--- config.mk ---
export PLATFORM = sky130hd
export DESIGN_NAME = fetch_stage_flat
export DESIGN_NICKNAME = d
export VERILOG_FILES = /design/src/rtl/riscv_pkg.sv /design/src/rtl/fetch_stage_if.sv /design/src/rtl/fetch_stage_pc_reg.sv /design/src/rtl/fetch_stage.sv /design/src/flat_wrapper.sv
export SDC_FILE = /design/constraint.sdc
export NUM_CORES = 1
export LEC_CHECK = 0
export CORE_MARGIN = 1
export CORE_UTILIZATION = 44
export CTS_CLUSTER_DIAMETER = 40
export DETAILED_ROUTE_END_ITERATION = 7
export HOLD_SLACK_MARGIN = 0.1
export PLACE_DENSITY = 0.77
export SYNTH_ARGS = -nofsm -noshare
export SYNTH_HDL_FRONTEND = slang
export SYNTH_HIERARCHICAL = 1
export SYNTH_SLANG_ARGS = --single-unit
export TNS_END_PERCENT = 100
--- constraint.sdc ---
create_clock -name clk -period 3.3 [get_ports clk]
set_clock_uncertainty 0.15 [all_clocks]
set_input_delay 0.66 -clock clk [delete_from_list [all_inputs] [get_ports clk]]
set_output_delay 0.66 -clock clk [all_outputs]
set_load 0.03 [all_outputs]
--- src/rtl/riscv_pkg.sv ---
// Shared types and constants for the RISC-V front end.
// Holds fetch FSM states, IF/ID bundle and fixed encodings.
package riscv_pkg;

    localparam logic [31:0] NOP_INSTR    = 32'h0000_0013;
    localparam logic [31:0] EBREAK_INSTR = 32'h0010_0073;

    typedef enum logic [1:0] {
        BOOT,
        RUN,
        HALT,
        FAULT
    } fetch_state_t;

    typedef struct packed {
        logic        valid;
        logic [31:0] pc;
        logic [31:0] pc_plus4;
        logic [31:0] instr;
    } if_id_t;

    // True when a byte address is misaligned or past the end of memory.
    function automatic logic addr_bad(
        input logic [31:0] a,
        input logic [32:0] limit
    );
        return (a[1:0] != 2'b00) || ({1'b0, a} >= limit);
    endfunction

endpackage

--- src/rtl/fetch_stage_if.sv ---
// Fetch-stage bus: instruction memory, control inputs and IF/ID outputs.
// master = fetch stage, slave = surrounding pipeline / memory.
interface fetch_stage_if;

    logic        stall;
    logic        redirect_valid;
    logic [31:0] redirect_pc;
    logic [31:0] imem_addr;
    logic [31:0] imem_instr;
    logic        id_valid;
    logic [31:0] id_pc;
    logic [31:0] id_pc_plus4;
    logic [31:0] id_instr;
    logic        halted;
    logic        fault;
    logic [31:0] fault_pc;
    logic [31:0] fetch_count;

    modport master (
        input  stall, redirect_valid, redirect_pc, imem_instr,
        output imem_addr, id_valid, id_pc, id_pc_plus4, id_instr,
        output halted, fault, fault_pc, fetch_count
    );

    modport slave (
        output stall, redirect_valid, redirect_pc, imem_instr,
        input  imem_addr, id_valid, id_pc, id_pc_plus4, id_instr,
        input  halted, fault, fault_pc, fetch_count
    );

endinterface

--- src/rtl/fetch_stage_pc_reg.sv ---
// Program counter with redirect/hold/increment mux.
// Also flags illegal current PC and illegal redirect target.
module pc_reg
    import riscv_pkg::*;
#(
    parameter logic [31:0] RESET_PC   = 32'h0000_0000,
    parameter int unsigned IMEM_DEPTH = 256
) (
    input  logic        clk,
    input  logic        rst_n,
    input  logic        load,
    input  logic        inc,
    input  logic [31:0] load_pc,
    output logic [31:0] pc,
    output logic [31:0] pc_plus4,
    output logic        pc_bad,
    output logic        tgt_bad
);

    localparam logic [32:0] LIMIT = 33'(IMEM_DEPTH) << 2;

    logic [31:0] pc_q;
    logic [31:0] pc_d;

    always_comb begin
        pc_d = pc_q;
        if (load) begin
            pc_d = load_pc;
        end else if (inc) begin
            pc_d = pc_plus4;
        end
    end

    always_ff @(posedge clk) begin
        if (!rst_n) begin
            pc_q <= RESET_PC;
        end else begin
            pc_q <= pc_d;
        end
    end

    assign pc       = pc_q;
    assign pc_plus4 = pc_q + 32'd4;
    assign pc_bad   = addr_bad(pc_q, LIMIT);
    assign tgt_bad  = addr_bad(load_pc, LIMIT);

endmodule

--- src/rtl/fetch_stage.sv ---
// Fetch stage: PC, IF/ID register, BOOT/RUN/HALT/FAULT control.
// Instruction memory is combinational; data is captured same cycle.
module fetch_stage #(
    parameter logic [31:0] RESET_PC   = 32'h0000_0000,
    parameter int unsigned IMEM_DEPTH = 256,
    parameter logic [31:0] NOP_INSTR  = riscv_pkg::NOP_INSTR
) (
    input  logic         clk,
    input  logic         rst_n,
    fetch_stage_if.master bus
);

    import riscv_pkg::*;

    localparam if_id_t BUBBLE = '{
        valid:    1'b0,
        pc:       32'h0,
        pc_plus4: 32'h0,
        instr:    NOP_INSTR
    };

    fetch_state_t state_q, state_d;
    if_id_t       if_id_q, if_id_d;
    logic         halted_q, halted_d;
    logic         fault_q, fault_d;
    logic [31:0]  fault_pc_q, fault_pc_d;
    logic [31:0]  cnt_q, cnt_d;

    logic         pc_load;
    logic         pc_inc;
    logic [31:0]  pc;
    logic [31:0]  pc_plus4;
    logic         pc_bad;
    logic         tgt_bad;

    pc_reg #(
        .RESET_PC  (RESET_PC),
        .IMEM_DEPTH(IMEM_DEPTH)
    ) u_pc (
        .clk     (clk),
        .rst_n   (rst_n),
        .load    (pc_load),
        .inc     (pc_inc),
        .load_pc (bus.redirect_pc),
        .pc      (pc),
        .pc_plus4(pc_plus4),
        .pc_bad  (pc_bad),
        .tgt_bad (tgt_bad)
    );

    always_comb begin
        state_d    = state_q;
        if_id_d    = if_id_q;
        halted_d   = halted_q;
        fault_d    = fault_q;
        fault_pc_d = fault_pc_q;
        cnt_d      = cnt_q;
        pc_load    = 1'b0;
        pc_inc     = 1'b0;
        unique case (state_q)
            BOOT: begin
                state_d = RUN;
            end
            RUN: begin
                if (bus.redirect_valid && tgt_bad) begin
                    state_d    = FAULT;
                    fault_d    = 1'b1;
                    fault_pc_d = bus.redirect_pc;
                    if_id_d    = BUBBLE;
                end else if (bus.redirect_valid) begin
                    pc_load = 1'b1;
                    if_id_d = BUBBLE;
                end else if (bus.stall) begin
                    if_id_d = if_id_q;
                end else if (pc_bad) begin
                    state_d    = FAULT;
                    fault_d    = 1'b1;
                    fault_pc_d = pc;
                    if_id_d    = BUBBLE;
                end else begin
                    if_id_d = '{
                        valid:    1'b1,
                        pc:       pc,
                        pc_plus4: pc_plus4,
                        instr:    bus.imem_instr
                    };
                    pc_inc = 1'b1;
                    cnt_d  = cnt_q + 32'd1;
                    if (bus.imem_instr == EBREAK_INSTR) begin
                        state_d  = HALT;
                        halted_d = 1'b1;
                    end
                end
            end
            // A stalled decode still owns the EBREAK until it is consumed.
            HALT: begin
                if (!bus.stall) begin
                    if_id_d = BUBBLE;
                end
            end
            FAULT: begin
                if_id_d = BUBBLE;
            end
            default: begin
                state_d = BOOT;
            end
        endcase
    end

    always_ff @(posedge clk) begin
        if (!rst_n) begin
            state_q    <= BOOT;
            if_id_q    <= BUBBLE;
            halted_q   <= 1'b0;
            fault_q    <= 1'b0;
            fault_pc_q <= 32'h0;
            cnt_q      <= 32'h0;
        end else begin
            state_q    <= state_d;
            if_id_q    <= if_id_d;
            halted_q   <= halted_d;
            fault_q    <= fault_d;
            fault_pc_q <= fault_pc_d;
            cnt_q      <= cnt_d;
        end
    end

    assign bus.imem_addr   = pc;
    assign bus.id_valid    = if_id_q.valid;
    assign bus.id_pc       = if_id_q.pc;
    assign bus.id_pc_plus4 = if_id_q.pc_plus4;
    assign bus.id_instr    = if_id_q.instr;
    assign bus.halted      = halted_q;
    assign bus.fault       = fault_q;
    assign bus.fault_pc    = fault_pc_q;
    assign bus.fetch_count = cnt_q;

endmodule

--- src/flat_wrapper.sv ---
// flat-port wrapper written by rule: the top's interface ports become plain ports
module fetch_stage_flat import riscv_pkg::*;
#(
    parameter logic [31:0] RESET_PC   = 32'h0000_0000,
    parameter int unsigned IMEM_DEPTH = 256,
    parameter logic [31:0] NOP_INSTR  = riscv_pkg::NOP_INSTR
)
  (clk, rst_n, bus_stall, bus_redirect_valid, bus_redirect_pc, bus_imem_instr, bus_imem_addr, bus_id_valid, bus_id_pc, bus_id_pc_plus4, bus_id_instr, bus_halted, bus_fault, bus_fault_pc, bus_fetch_count);
  fetch_stage_if bus_i ();
  input  logic clk;
  input  logic rst_n;
  input wire logic [$bits(bus_i.stall)-1:0] bus_stall;
  input wire logic [$bits(bus_i.redirect_valid)-1:0] bus_redirect_valid;
  input wire logic [$bits(bus_i.redirect_pc)-1:0] bus_redirect_pc;
  input wire logic [$bits(bus_i.imem_instr)-1:0] bus_imem_instr;
  output wire logic [$bits(bus_i.imem_addr)-1:0] bus_imem_addr;
  output wire logic [$bits(bus_i.id_valid)-1:0] bus_id_valid;
  output wire logic [$bits(bus_i.id_pc)-1:0] bus_id_pc;
  output wire logic [$bits(bus_i.id_pc_plus4)-1:0] bus_id_pc_plus4;
  output wire logic [$bits(bus_i.id_instr)-1:0] bus_id_instr;
  output wire logic [$bits(bus_i.halted)-1:0] bus_halted;
  output wire logic [$bits(bus_i.fault)-1:0] bus_fault;
  output wire logic [$bits(bus_i.fault_pc)-1:0] bus_fault_pc;
  output wire logic [$bits(bus_i.fetch_count)-1:0] bus_fetch_count;
  assign bus_i.stall = bus_stall;
  assign bus_i.redirect_valid = bus_redirect_valid;
  assign bus_i.redirect_pc = bus_redirect_pc;
  assign bus_i.imem_instr = bus_imem_instr;
  assign bus_imem_addr = bus_i.imem_addr;
  assign bus_id_valid = bus_i.id_valid;
  assign bus_id_pc = bus_i.id_pc;
  assign bus_id_pc_plus4 = bus_i.id_pc_plus4;
  assign bus_id_instr = bus_i.id_instr;
  assign bus_halted = bus_i.halted;
  assign bus_fault = bus_i.fault;
  assign bus_fault_pc = bus_i.fault_pc;
  assign bus_fetch_count = bus_i.fetch_count;
  fetch_stage #(.RESET_PC(RESET_PC), .IMEM_DEPTH(IMEM_DEPTH), .NOP_INSTR(NOP_INSTR)) u_core (.clk(clk), .rst_n(rst_n), .bus(bus_i));
endmodule
======== Word level (Yosys, flattened, before mapping) ========
Index checks and enable logic that the tools add are counted.
W data, S select, Z words.
storage, ports and cells
  register bits after elaboration ......... 197
  bits of input ports ..................... 68
  output and inout bits ................... 195
operators by class
  $add $sub $neg .......................... 2
  order comparisons ....................... 2
  eq/ne operators ......................... 11
  mux-type cells .......................... 30
  bitwise logic cells ..................... 4
  reduce and logical (&&, ||, !) cells .... 15
operators with widths
  kind                     number
  $mux W97                 5
  $pmux W97 S3             1
  $mux W32                 6
  $ge A32 B11 Y1 const B   2
  $add A32 B1 Y32 const B  1
  $add A32 B3 Y32 const B  1
  $eq A32 B21 Y1 const B   1
  $mux W1                  12
  $mux W2                  5
  $reduce_bool A2 Y1       5
  $reduce_and A4 Y1        2
  $ne A3 B2 Y1 const B     2
  $reduce_and A6 Y1        1
  $reduce_and A5 Y1        1
  $eq A2 B2 Y1 const B     2
  $ne A2 B1 Y1 const B     2
  $ne A4 B1 Y1 const B     1
  $ne A4 B3 Y1 const B     1
  $not A1 Y1               4
  $pmux W2 S2              1
  $reduce_and A3 Y1        1
  $reduce_bool A3 Y1       1
  $eq A2 B1 Y1 const B     1
  $logic_not A2 Y1         1
  3 further kinds          4

======== Logic depth before layout (Yosys ltp) ========
  depth after elaboration ................. 9
  mapped depth ............................ 14

======== By module ========
Netlist, hierarchy kept.
by module, submodules not included
  module       instances  cells an instance  area an instance (um^2)  sequential area each (um^2)
  fetch_stage  1          836                6,784.0                  3,303.2
  pc_reg       1          342                2,603.7                  640.6

======== Worst setup path before layout ========
OpenSTA, ideal clock, no wires.
  path kind ............................... register to register
  start point ............................. reg u_core.u_pc.pc_q[23] (netlist: u_core/u_pc/pc[23])
  end point ............................... reg u_core.u_pc.pc_q[17] (netlist: u_core/u_pc/pc[17])
  data arrival time ....................... 3,247 ps
  data required time ...................... 3,076 ps
  path slack .............................. -172 ps
  cell stages (with the launch flop) ...... 14
  buffers on the path ..................... 3
  clock period less this slack ............ 3,472 ps
  path through ............................ dfxtp_1 clkbuf_1 nor4_1 and4_1 nand3_1 nor3b_4 nand2_1 inv_2 buf_2 buf_2 inv_2 or4_4 or3_1 a31oi_1
between the ends
  cells in the longest elaborated chain, start to end .. 8
ends and longest elaborated chain
  element                              RTL line                  RTL
  from (decl)                          fetch_stage_pc_reg.sv:22  logic [31:0] pc_q;
  from (signal assigned)               fetch_stage_pc_reg.sv:38  pc_q <= pc_d;
  $ge A32 B11 Y1                       riscv_pkg.sv:27           return (a[1:0] != 2'b00) || ({1'b0, a} >= limit);
  $logic_or A1 B1 Y1                   riscv_pkg.sv:27
  net u_core.pc_bad                    fetch_stage.sv:33         logic pc_bad;
  $mux W1                              fetch_stage.sv:75         end else if (pc_bad) begin
  $mux W1                              fetch_stage.sv:73         end else if (bus.stall) begin
  $mux W1                              fetch_stage.sv:70         end else if (bus.redirect_valid) begin
  $mux W1                              fetch_stage.sv:65         if (bus.redirect_valid && tgt_bad) begin
  $mux W1                              fetch_stage.sv:60         unique case (state_q)
  net u_core.pc_inc                    fetch_stage.sv:30         logic pc_inc;
  $reduce_bool A2 Y1 (no source line)  n/a
The timed path passes the listed nets, and every way through them passes these cells.
A chain may end at the register's enable or synchronous reset.

======== Final worst setup path ========
  start point ............................. reg u_core.u_pc.pc_q[12] (netlist: u_core/u_pc/pc[12])
  end point ............................... reg u_core.u_pc.pc_q[29] (netlist: u_core/u_pc/pc[29])
between the ends
  cells in the longest elaborated chain, start to end .. 8
  elaborated cells on any way between the ends .. 11
ends and longest elaborated chain
  element                              RTL line
  $ge A32 B11 Y1                       riscv_pkg.sv:27
  $logic_or A1 B1 Y1                   riscv_pkg.sv:27
  net u_core.pc_bad                    fetch_stage.sv:33
  $mux W1                              fetch_stage.sv:75
  $mux W1                              fetch_stage.sv:73
  $mux W1                              fetch_stage.sv:70
  $mux W1                              fetch_stage.sv:65
  $mux W1                              fetch_stage.sv:60
  $reduce_bool A2 Y1 (no source line)  n/a
The timed path passes the listed nets, and every way through them passes these cells. The select of a mux whose other input is x is not followed.

==> flow_summary.yaml <==
critical_path:
  end_kind: "flip-flop"
  path_max_fanout: 76
  worst-path-stages: 11
  cpLargestDelayFamily: "simple AND/OR/NAND/NOR gates"
  cpPeakStageDelay_ns: 0.44
  reg2reg_depth: 11
  critPathKind: "flip-flop to flip-flop"
  worstPathRequired_ns: 3.48
  critPathSlowestCell: "buf_4"
  cp.arrival_ns: 3.26
  crit_chain: "nor4_1, and4_1, nand3_1, nor3b_4, nand2_2, clkinv_2, buf_12, buf_4, o21ai_0, a32oi_1, o211ai_1"
  path_buf_inv: 3
  start_kind: "flip-flop"
global_routing:
  grt_pass1_wl_um: 49770
  grt_antenna_before_repair: 1
  grt_remaining_overflow: 0
  grt_util_all_layers_pct: 28.95
  first_global_vias: 9215
  grt_start_max_net_pins: 82
clock_tree:
  cts_buffers: 17
  post_cts.repair.setup_buffers: 0
  root_buffer: "clkbuf_16"
  clock_latency_ns: 0.45
  ctsResizeCount: 0
  cts_hold_buf: 0
  cts.sinks: 197
  cts_tree: "done"
  cts_max_path_buffers: 2
  h-tree-depth: 4
  path_clk_slew_ns: 0.08
yosys:
  syn-num-nets: 1249
  netlist_area_um2: 9388
  ys_seq_elements: 197
  syn_inst: 1178
  yosysSeqAreaShare_pct: 42.01
  ys_async_sr_fraction_pct: 0
  ys_types: 61
  yosysTopAreaCellShare_pct: 42.01
  synth_edf_count: 0
  ys_top_cells_by_area: "dfxtp_1 42%, nand2_1 7.0%, o21ai_0 6.9%"
  yosys_warnings: 6
  yosys_most_used_dff: "dfxtp_1"
  yosys.area.top_type: "dfxtp_1"
  syn_area_per_cell_um2: 7.969
route:
  drt_iter0_drc: 889
  drt-total-wl_um: 32430
  drtPass1Iterations: 7
  ant_nets: 0
  drcViolationCount: 0
  route.detailed.wl_per_inst_um: 18.98
  viasPerCell: 5.844
  vias: 9987
sta:
  timing.fmax_ghz: 0.3251
  drv_slew: 0
  tightest_slew_ns: 0.5757
  slew_headroom_pct: 61.62
  rsz0062_at_grt: "no"
  fin_setup_tns_ns: 0
  fin_crit_ns: 3.076
  hold_viol: 0
  period_share_pct: 93.20
  setup_violations: 0
cells_and_area:
  area_growth_pct: 40.01
  drive_above_1_share_pct: 9.554
  final_nets: 1492
  diodes: 0
  fillers: 1891
  final_util_pct: 62.72
power_and_ir_drop:
  p_leak_nw: 4.380
  power_mw: 5.358
  ir_drop_v: 0.0003401
  pwr_density_cell_nw_per_um2: 407.7
worst_hold_path:
  min_delay_path_depth: 1
  hold_class: "flip-flop to flip-flop"
floorplan:
  core_area_um2: 20960
  die_area_um2: 21920
  initial_core_util_pct: 44.80
  rows: 53
  die_h_um: 148.1
  pin_count: 263
  die_w_um: 148.1
place:
  gp_congestion: 0.9319
  port_buffers: 262
  hpwl_um: 22920
flow_run:
  drv_cap: 0
status:
  status: "finished clean"
-- final cells by class --
cell class | count | area [um2] | share of cell area (%)
Clock inverter | 14 | 143.9 | 1.095
Multi-Input combinational cell | 860 | 4959 | 37.72
Sequential cell | 197 | 3955 | 30.09
Clock buffer | 18 | 439.2 | 3.341
Tap cell | 275 | 344.1 | 2.618
Inverter | 11 | 45.04 | 0.3427
Timing Repair Buffer | 334 | 3258 | 24.79
-- through the flow --
stage / instance area, um2 / setup slack, ns / cells / hold WS (ns)
global placement: 12560 / -0.03347 / 1677 / 0.2985
global route: 13140 / 0.007246 / 1709 / 0.3458
floorplan: 9425 / 0.04008 / 1178 / 0.3684
CTS: 13140 / 0.2379 / 1709 / 0.3200
detailed placement: 12560 / -0.03933 / 1677 / 0.3028
finish: 13140 / 0.2245 / 1709 / 0.3172
-- layout by cell type (no fill, tap or decap), drive strengths merged, types with 17 or more instances in the layout --
cell             n
clkdlybuf4s50  261
nor4            31
o21ai          129
nand4           36
clkbuf          18
a311oi          34
nand3           62
and4            17
a21oi          124
nor3            18
or4             19
xnor2           26
xor2            18
dfxtp          197
nor2            51
buf             73
nand2          175
-- worst paths after layout --
path | slack (ns) | end | startpoint
setup reg to reg | 0.22 | u_core/u_pc/pc[29] | u_core/u_pc/pc[12]
hold / removal | 0.32 | u_core/bus.halted | u_core/bus.halted
hold reg to reg | 0.32 | u_core/bus.halted | u_core/bus.halted
setup / recovery | 0.22 | u_core/u_pc/pc[29] | u_core/u_pc/pc[12]
-- power by group --
part           switching, mW  total (mW)  leakage (nW)  internal (mW)
registers             0.0502        2.49          1.60           2.44
clock network           1.04        2.06         0.277           1.03
logic                  0.496       0.803          2.50          0.307
-- per-layer routing --
metal	track usage, %	part of all wire [%]
met3	6.319	8.8
met2	49.15	48
met5	0	0.040
met1	36.56	41
met4	8.866	1.8
-- worst register-to-register path, cell delays in order, from the launching register on --
cell and delay (ns):
dfxtp_1 0.31, nor4_1 0.29, and4_1 0.28, nand3_1 0.17, nor3b_4 0.27, nand2_2 0.17
clkinv_2 0.12, buf_12 0.28, buf_4 0.46, o21ai_0 0.18, a32oi_1 0.19, o211ai_1 0.11
-- logic make-up after synthesis --
family | count (synthesis) | share of synthesized area, %
multiplexers | 8 | 0.8530
XOR/XNOR | 44 | 4.265
buffers and inverters | 121 | 5.544
flip-flops | 197 | 42.01
adder cells (fa/ha/maj) | 3 | 0.3999
AND/OR/NAND/NOR | 469 | 26.03
AO/OA/AOI/OAI | 336 | 20.90
-- cell usage after synthesis (16+ instances only) --
master / n
xnor2_1: 24
dfxtp_1: 197
a311oi_1: 34
o21ai_0: 129
a21oi_1: 124
and4_1: 16
nor4_1: 31
nand2b_1: 16
nor3_1: 18
buf_2: 23
nand4_1: 34
or4_1: 16
xor2_1: 18
clkbuf_1: 74
nor2_1: 51
nand3_1: 59
nand2_1: 175
Note: power is estimated with default switching activity, not from simulation.
